### src/rtl/goomba_spawner.sv
// goomba_spawner: spawn controller for a bank of goomba slots.
//
// Tracks the level scroll column from Shift pulses and walks a synchronous
// spawn-table ROM of (column, ground Y) entries. When the scroll reaches an
// entry's column, the lowest-index free slot gets a one-cycle start pulse with
// spawnX/spawnY. level_start clears every slot and restarts the table walk;
// any slot's kill_Mario latches a sticky mario_hit that halts spawning.
//
// Ports:
//   Clk, Reset          clock, asynchronous active-high reset
//   level_start         one-cycle pulse, (re)start the level
//   Shift               one-cycle pulse per scrolled tile column
//   Goomba_alive        per-slot alive status
//   Goomba_kill_Mario   per-slot "killed Mario" status
//   rom_addr            spawn-table read address
//   rom_col/rom_y/rom_entry_valid  table entry, valid 1 Clk after rom_addr
//   start, kill         per-slot one-cycle spawn / clear pulses
//   spawnX, spawnY      spawn position for the slot being started
//   scroll_col          current scroll column (saturating)
//   mario_hit           sticky hit flag for this level
//   table_done          table exhausted or end marker reached
module goomba_spawner #(
    parameter int unsigned NUM_SLOTS   = 4,
    parameter int unsigned TABLE_DEPTH = 16,
    parameter logic [9:0]  SPAWN_X     = 10'd519,
    parameter int unsigned COL_W       = 8,
    localparam int unsigned AW = (TABLE_DEPTH > 1) ? $clog2(TABLE_DEPTH) : 1
) (
    input  logic                 Clk,
    input  logic                 Reset,
    input  logic                 level_start,
    input  logic                 Shift,
    input  logic [NUM_SLOTS-1:0] Goomba_alive,
    input  logic [NUM_SLOTS-1:0] Goomba_kill_Mario,
    output logic [AW-1:0]        rom_addr,
    input  logic [COL_W-1:0]     rom_col,
    input  logic [9:0]           rom_y,
    input  logic                 rom_entry_valid,
    output logic [NUM_SLOTS-1:0] start,
    output logic [NUM_SLOTS-1:0] kill,
    output logic [9:0]           spawnX,
    output logic [9:0]           spawnY,
    output logic [COL_W-1:0]     scroll_col,
    output logic                 mario_hit,
    output logic                 table_done
);

    typedef enum logic [2:0] {
        StIdle,
        StFetch,
        StWait,
        StCheck,
        StIssue,
        StHalt,
        StDone
    } state_e;

    localparam logic [COL_W-1:0] COL_MAX  = {COL_W{1'b1}};
    localparam logic [AW-1:0]    PTR_LAST = AW'(TABLE_DEPTH - 1);

    state_e               state_q, state_d;
    logic [AW-1:0]        ptr_q, ptr_d;
    logic [AW-1:0]        rom_addr_q, rom_addr_d;
    logic [NUM_SLOTS-1:0] start_q, start_d;
    logic [NUM_SLOTS-1:0] kill_q, kill_d;
    logic [9:0]           spawn_x_q, spawn_x_d;
    logic [9:0]           spawn_y_q, spawn_y_d;
    logic [COL_W-1:0]     scroll_col_q, scroll_col_d;
    logic                 mario_hit_q, mario_hit_d;
    logic                 table_done_q, table_done_d;

    logic [NUM_SLOTS-1:0] free_onehot;
    logic                 free_any;
    logic                 mario_set;

    // Lowest clear bit of the alive vector, as a one-hot.
    assign free_onehot = ~Goomba_alive & (Goomba_alive + NUM_SLOTS'(1));
    assign free_any    = |free_onehot;
    assign mario_set   = (|Goomba_kill_Mario) && !mario_hit_q;

    always_comb begin
        state_d      = state_q;
        ptr_d        = ptr_q;
        rom_addr_d   = rom_addr_q;
        start_d      = '0;
        kill_d       = '0;
        spawn_x_d    = spawn_x_q;
        spawn_y_d    = spawn_y_q;
        table_done_d = table_done_q;
        mario_hit_d  = mario_hit_q | (|Goomba_kill_Mario);
        scroll_col_d = scroll_col_q;

        if (Shift && (scroll_col_q != COL_MAX)) begin
            scroll_col_d = scroll_col_q + COL_W'(1);
        end

        case (state_q)
            StIdle: ;
            StFetch: begin
                rom_addr_d = ptr_q;
                state_d    = StWait;
            end
            StWait: state_d = StCheck;
            StCheck: begin
                if (!rom_entry_valid) begin
                    table_done_d = 1'b1;
                    state_d      = StDone;
                end else if ((rom_col <= scroll_col_q) && free_any) begin
                    // Due entry waits here until a slot frees; never dropped.
                    start_d   = free_onehot;
                    spawn_x_d = SPAWN_X;
                    spawn_y_d = rom_y;
                    state_d   = StIssue;
                end
            end
            StIssue: begin
                if (ptr_q == PTR_LAST) begin
                    table_done_d = 1'b1;
                    state_d      = StDone;
                end else begin
                    ptr_d   = ptr_q + AW'(1);
                    state_d = StFetch;
                end
            end
            StHalt: ;
            StDone: ;
            default: state_d = StIdle;
        endcase

        // A pulse already on the outputs in ISSUE finishes; nothing new starts.
        if (mario_set && (state_q != StIdle)) begin
            state_d      = StHalt;
            start_d      = '0;
            ptr_d        = ptr_q;
            rom_addr_d   = rom_addr_q;
            spawn_x_d    = spawn_x_q;
            spawn_y_d    = spawn_y_q;
            table_done_d = table_done_q;
        end

        if (level_start) begin
            state_d      = StFetch;
            ptr_d        = '0;
            start_d      = '0;
            kill_d       = '1;
            mario_hit_d  = 1'b0;
            table_done_d = 1'b0;
            scroll_col_d = '0;
        end
    end

    always_ff @(posedge Clk or posedge Reset) begin
        if (Reset) begin
            state_q      <= StIdle;
            ptr_q        <= '0;
            rom_addr_q   <= '0;
            start_q      <= '0;
            kill_q       <= '0;
            spawn_x_q    <= '0;
            spawn_y_q    <= '0;
            scroll_col_q <= '0;
            mario_hit_q  <= 1'b0;
            table_done_q <= 1'b0;
        end else begin
            state_q      <= state_d;
            ptr_q        <= ptr_d;
            rom_addr_q   <= rom_addr_d;
            start_q      <= start_d;
            kill_q       <= kill_d;
            spawn_x_q    <= spawn_x_d;
            spawn_y_q    <= spawn_y_d;
            scroll_col_q <= scroll_col_d;
            mario_hit_q  <= mario_hit_d;
            table_done_q <= table_done_d;
        end
    end

    assign rom_addr   = rom_addr_q;
    assign start      = start_q;
    assign kill       = kill_q;
    assign spawnX     = spawn_x_q;
    assign spawnY     = spawn_y_q;
    assign scroll_col = scroll_col_q;
    assign mario_hit  = mario_hit_q;
    assign table_done = table_done_q;

endmodule

### config.mk
export PLATFORM = sky130hd
export DESIGN_NAME = goomba_spawner
export DESIGN_NICKNAME = d
export VERILOG_FILES = /design/src/rtl/goomba_spawner.sv
export SDC_FILE = /design/constraint.sdc
export NUM_CORES = 1
export LEC_CHECK = 0
export ABC_AREA = 1
export CORE_MARGIN = 4
export CORE_UTILIZATION = 40
export DETAILED_ROUTE_END_ITERATION = 12
export GPL_TIMING_DRIVEN = 0
export PLACE_DENSITY = 0.74
export SETUP_SLACK_MARGIN = 0.15
export SYNTH_ARGS = -nofsm -noshare
export SYNTH_HDL_FRONTEND = slang
export SYNTH_SLANG_ARGS = --single-unit
export TNS_END_PERCENT = 50
### constraint.sdc
create_clock -name Clk -period 1.9 [get_ports Clk]
set_input_delay 0.38 -clock Clk [delete_from_list [all_inputs] [get_ports Clk]]
set_output_delay 0.38 -clock Clk [all_outputs]
set_load 0.01 [all_outputs]
==> flow_summary_export.csv, run 1 <==
group,metric,value,unit
global_routing,grt_pass1_wl,8890,um
flow_run,maxCapViolations,0,
drt,avgRoutedWirePerCell,12.8,um
finish,num_antenna_cells,0,
placed_design,place_area,2780,um^2
yosys,synth_warnings,0,
sta,hold_viol_final,0,
global_routing,use_met1,21.7,%
setup_path,crit_required,2.08,ns
setup_path,critical_path.max_stage_delay,0.40,ns
setup_path,regToRegSetupSlack,0.09,ns
drt,drt_iter0_markers,118,
setup_path,startpoint,"scroll_col[6]",
floorplanning,die_y,79.1,um
global_routing,grt_usage,17.9,%
clocking,cts_made_buffers,5,
yosys,async_flop_share,100,%
setup_path,startpoint_type,"register",
yosys,synth-seq-cells,37,
clocking,cts_max_path_buffers,2,
clocking,cts_tree,"built",
hold_path,hp-class,"reg -> reg",
finish,nNetsFinal,399,
sta,final.setup_skew,0.00939,ns
yosys,synth-simple-area-share,27.9,%
yosys,yosys_most_used_dff,"dfrtp_1",
global_routing,antenna_found_initial,0,
yosys,synth_edf_count,0,
finish,seq_area,926,um^2
placed_design,dp_slack,-0.344,ns
yosys,ys_top_cells_by_area,"dfrtp_1 46%, nand2_1 14%, ha_1 6.2%, inv_1 5.2%, buf_4 4.8%",
sta,min_period,1.81,ns
hold_path,hp-start,"spawnY[0]",
yosys,yosys.cell_types.count,29,
sta,slew_headroom,49.6,%
setup_path,critPathArrivalTime,1.99,ns
run_status,status,"completed",
setup_path,crit_chain,"inv_2 > ha_4 > nand2_2 > nor2_1 > nor2_1 > nand2_1 > nand2_2 > nand2_4 > nor2_4 > inv_4 > buf_6 > nand2_1 > nand2_1",
setup_path,reg2regPathDepth,13,
finish,design_area,3240,um^2
setup_path,crit_top_cell,"nand2_1",
drt,vias,1952,
sta,setup_viol,0,
global_routing,use_met3,3.97,%
yosys,syn-instance-count,256,
clocking,postCtsHoldBufs,0,
floorplanning,fp-row-count,25,
setup_path,r2r-end,"spawnY[5]",
drt,routed_wl,5450,um
setup_path,crit_type,"reg -> reg",
global_routing,grt_pass1_vias,1988,
clocking,h-tree-depth,2,
finish,post-route-util,67.3,%
placed_design,gp_congestion,0.815,
sta,worst_pin_slew,0.755,ns
setup_path,end_kind,"register",
floorplanning,die_area,6250,um^2
sta,timing.final.crit_share,95.1,%
setup_path,worstSetupEndpoint,"spawnY[5]",
clocking,cts.sinks,37,
global_routing,grt_use_met2,31.7,%
placed_design,dpl.hpwl,3610,um
setup_path,crit_buf_inv,3,
global_routing,busiest_layer,"met2",
sta,fmax,554,MHz
yosys,avgSynthCellArea,7.89,um^2
setup_path,critPathTopFamily,"simple AND/OR/NAND/NOR gates",
drt,final_antenna_net_count,0,
drt,drc,0,
finish,drive_gt1_share,26.8,%
setup_path,path_max_fanout,5,
yosys,synth_top_family_by_area,"simple AND/OR/NAND/NOR gates",
power_and_ir_drop,cellLeakagePower,1.54,nW
finish,num-fill-cells,399,
power_and_ir_drop,ir_drop,467,uV
clocking,cts.clk_slew.worst_paths,0.08,ns
power_and_ir_drop,power_density,774,nW/um^2
hold_path,whs_path_depth,2,
yosys,synth_compound_area_share,7.80,%
finish,areaGrowthSynthToFinish,60.4,%
setup_path,cp.depth,13,
placed_design,port_buffers,66,
yosys,yosys.area_share.adder,6.19,%
yosys,synthXorXnorAreaFrac,0.433,%
floorplanning,core_region_area,4820,um^2
finish,multiInputGateArea,1040,um^2
yosys,synth_top_area_share,45.8,%
setup_path,cp_slowest_cell,"dfrtp_1",
power_and_ir_drop,design_power_total,0.00251,W
global_routing,overflow,0,
drt,vias_per_cell,4.59,
floorplanning,ioPinCount,73,
yosys,synthesis.area,2020,um^2
setup_path,r2r_start,"scroll_col[6]",
yosys,yosysTopAreaCell,"dfrtp_1",
sta,setup_ws,0.0934,ns
sta,drv_slew,0,
clocking,clock_latency,0.29,ns
yosys,muxShareOfSynthArea,0,%
drt,drt_first_pass_iters,4,
sta,tns,0,ns
yosys,synth-seq-area-share,45.8,%
sta,rsz0062_at_grt,"yes",
global_routing,grt_max_degree,38,
clocking,cts-root-buf,"clkbuf_8",
floorplanning,die_w,79.1,um
floorplanning,initial_core_util,41.9,%
## cell families (layout without fill, tap and decap cells)
| logic type | count (synthesis) | count (layout) |
|---|---|---|
| and+or+nand+nor | 130 | 130 |
| adders and majority gates | 10 | 10 |
| DFF | 37 | 37 |
| buffers and inverters | 48 | 145 |
| xor gates and xnor gates | 1 | 1 |
| other | 1 | 6 |
| AOI/OAI and AO/OA | 29 | 29 |
## cell usage after synthesis (all sizes together), types with 2 or more instances
library cell and count:
a211oi 2, a21oi 7, buf 14, dfrtp 37, ha 10, inv 32
nand2 80, nand3 11, nand4 4, nor2 28, nor3 4, o21ai 17
## area by class of cell
class	count	area share (%)
clock inverters	2	1.08
repair buffers	90	25.9
flip-flops and latches	37	28.6
plain buffers	15	3.63
clock buffers	5	2.12
well taps	67	2.59
multi-input cells	176	32.1
inverters	33	3.98
## routing by layer
metal / vias up / routed length, um
met2: 59 / 2750
li1: 997 / -
met1: 887 / 2340
met4: 0 / 79
met3: 9 / 275
met5: - / 0
## what timing repair did
action / 4_1_cts / 5_1_grt
setup buffers: 16 / 7
resized for setup: 25 / 28
gates cloned: 1 / 0
pin swaps: 20 / 14
setup endpoints to repair: 15 / 35
## cells in the final DEF (no fill, tap or decap), types with 7 or more instances in the layout
cell type / synthesis / layout
nand2_1: 77 / 61
inv_2: 4 / 9
nor2_1: 22 / 21
o21ai_0: 17 / 17
inv_1: 28 / 21
nand2_2: 3 / 16
dfrtp_1: 37 / 37
dlygate4sd2_1: 0 / 7
buf_4: 13 / 34
nand3_1: 10 / 8
clkdlybuf4s50_1: 0 / 59
## report_power, final
group | switching [W] | internal, W | leakage (nW)
sequential | 0.000102 | 0.000915 | 0.497
combinational | 0.000361 | 0.000475 | 0.994
clock | 0.000274 | 0.000381 | 0.0540
total | 0.000736 | 0.00177 | 1.54
## how the worst min path moves through the flow
stage | end
final | spawnY[0]
after global routing | spawnY[5]
after CTS | spawnY[8]
after detailed placement | spawnY[8]
after global placement | spawnY[2]
after floorplan | kill[2]
## flip-flops by register name, indices dropped and copies added, names as in the netlist
name and count:
state_q 3, start 4, spawnY 10, table_done 1
scroll_col 8, rom_addr 4, mario_hit 1, spawnX 1
kill 1, ptr_q 4
## stage by stage
stage	std cells	hold WS, ns
2_1_floorplan	261	0.411
3_3_place_gp	394	0.453
3_5_place_dp	394	0.458
4_1_cts	418	0.476
5_1_grt	425	0.495
6_report	425	0.477
## tightest hold or removal path: stages, from the launching register on
cell     delay [ns]
dfrtp_1        0.34
nand2_1        0.05
nand2_1        0.05
Power figures use the tool's default switching activity.
==> run 2: changes to the inputs <==
RECOVER_POWER = 25   (was unset)
==> run 2 against run 1 <==
Net effect: hold slack improved by 0.0023 ns; sequential cell count unchanged; critical path type unchanged; global-route usage unchanged; register-to-register slack about the same; sequential power about the same; setup slack about the same; count of clock-buffer cells in the layout unchanged; utilization unchanged; power about the same.
==> flow_summary_export.csv, run 2 (synthesis gave the netlist of run 1 again) <==
group,metric,value,unit
global_routing,grt_pass1_wl,8890,um
clocking,cts.sinks,37,
drt,final_antenna_net_count,0,
sta,worst_pin_slew,0.755,ns
sta,final.setup_skew,0.00959,ns
sta,hold_viol_final,0,
placed_design,gp_congestion,0.815,
power_and_ir_drop,seqPwrFrac,40.5,%
hold_path,hp-class,"reg -> reg",
clocking,cts_tree,"built",
power_and_ir_drop,internal_power,0.00177,W
floorplanning,die_w,79.1,um
clocking,cts.clk_slew.worst_paths,0.08,ns
finish,final_common_cell,"nand2_1",
sta,fmax,553,MHz
setup_path,regToRegSetupSlack,0.09,ns
global_routing,overflow,0,
global_routing,grt_usage,17.9,%
finish,largest_reg_flops,10,
drt,drc,0,
finish,layout_common_cells,"61 x nand2_1, 57 x clkdlybuf4s50_1, 37 x dfrtp_1, 34 x buf_4",
setup_path,crit_type,"reg -> reg",
setup_path,startpoint_type,"register",
placed_design,dpl.hpwl,3610,um
drt,drt_first_pass_iters,4,
run_status,status,"completed",
power_and_ir_drop,swShare,29.4,%
setup_path,path_max_fanout,5,
global_routing,grt_max_degree,38,
floorplanning,core_region_area,4820,um^2
setup_path,crit_required,2.08,ns
drt,avgRoutedWirePerCell,12.8,um
sta,timing.final.crit_share,95.1,%
setup_path,critPathArrivalTime,1.99,ns
finish,num_antenna_cells,0,
clocking,cts_max_path_buffers,2,
finish,num-fill-cells,399,
finish,areaGrowthSynthToFinish,60.4,%
floorplanning,die_y,79.1,um
sta,setup_viol,0,
clocking,h-tree-depth,2,
sta,drv_slew,0,
flow_run,maxCapViolations,0,
clocking,cts-root-buf,"clkbuf_8",
finish,drive_gt1_share,26.8,%
clocking,cts_made_buffers,5,
clocking,clock_latency,0.29,ns
finish,nNetsFinal,399,
power_and_ir_drop,power_density,774,nW/um^2
power_and_ir_drop,ir_drop,466,uV
power_and_ir_drop,p_switching,0.000737,W
drt,vias,1952,
sta,rsz0062_at_grt,"yes",
floorplanning,initial_core_util,41.9,%
sta,slew_headroom,49.6,%
finish,post-route-util,67.3,%
power_and_ir_drop,pwr-share-comb,33.3,%
drt,vias_per_cell,4.59,
sta,min_period,1.81,ns
global_routing,grt_pass1_vias,1988,
floorplanning,ioPinCount,73,
floorplanning,die_area,6250,um^2
global_routing,antenna_found_initial,0,
sta,tns,0,ns
finish,fin_cells,425,
placed_design,port_buffers,66,
setup_path,end_kind,"register",
drt,routed_wl,5450,um
drt,drt_iter0_markers,118,
power_and_ir_drop,pwr-share-clk,26.1,%
floorplanning,fp-row-count,25,
power_and_ir_drop,cellLeakagePower,1.55,nW
placed_design,post-place-cells,394,
-- run 2: changes by cell type in the layout (fill, tap and decap cells not counted) --
cell,before,now
dlygate4sd3_1,0,2
clkdlybuf4s50_1,59,57
-- run 2: worst max-delay path, stage by stage, from the launching register on --
cell	delay, ns
dfrtp_1	0.40
inv_2	0.13
ha_4	0.22
nand2_2	0.09
nor2_1	0.05
nor2_1	0.12
nand2_1	0.08
nand2_2	0.10
nand2_4	0.07
nor2_4	0.14
inv_4	0.06
buf_6	0.13
nand2_1	0.05
nand2_1	0.04
-- run 2: stage by stage --
step                hold WS, ns  cell area (um^2)  worst slack (ns)  power [W]
floorplan                 0.411              2040             0.179    0.00138
global placement          0.453              2780            -0.294    0.00179
detailed placement        0.458              2780            -0.344    0.00180
CTS                       0.476              3070             0.152    0.00249
global route              0.495              3240          -0.00523    0.00267
finish                    0.479              3240            0.0933    0.00251
-- run 2: layer usage --
metal  GRT usage (%)  wire [um]  vias up
li1                -          -      997
met1            21.7       2340      887
met2            31.7       2750       59
met3            3.97        275        9
met4            5.33         79        0
met5               0          0        -
-- run 2: path summary, 6_finish.rpt --
check | startpoint | to | depth (start not counted)
worst max-delay path | scroll_col[6] | spawnY[5] | 13
worst min-delay path | spawnY[0] | spawnY[0] | 2
worst max register to register | scroll_col[6] | spawnY[5] | 13
worst min register to register | spawnY[0] | spawnY[0] | 2
max in group asynchronous | Reset | table_done | 2
min in group asynchronous | Reset | spawnY[7] | 2
-- run 2: repair_timing --
action	in CTS	in global routing
cloned	1	0
buffers inserted	16	7
endpoints found under the hold margin	0	0
gates resized for setup	25	28
hold buffers	0	0
pin swaps	20	14
endpoints found under the setup margin	15	35
-- run 2: layout make-up --
type	count	area, um^2	area share, %
buffer	15	118	3.63
clock buffer	5	68.8	2.12
clock inverter	2	35.0	1.08
inverter	33	129	3.98
multi-input combinational	176	1040	32.1
sequential	37	926	28.6
tap	67	83.8	2.59
timing repair buffer	90	840	25.9
-- run 2: power by group through the flow --
stage	sequential [W]	combinational, W	clock [W]
6_report	0.00102	0.000835	0.000656
5_1_grt	0.00104	0.000924	0.000711
4_1_cts	0.00100	0.000808	0.000679
3_5_place_dp	0.00102	0.000788	0
3_3_place_gp	0.00101	0.000773	0
2_1_floorplan	0.00106	0.000316	0
==> run 3: changes to the inputs <==
HOLD_SLACK_MARGIN = 0.12   (was unset)
==> results of run 3 <==
The final DEF is identical to that of run 2; final timing and power are the same.
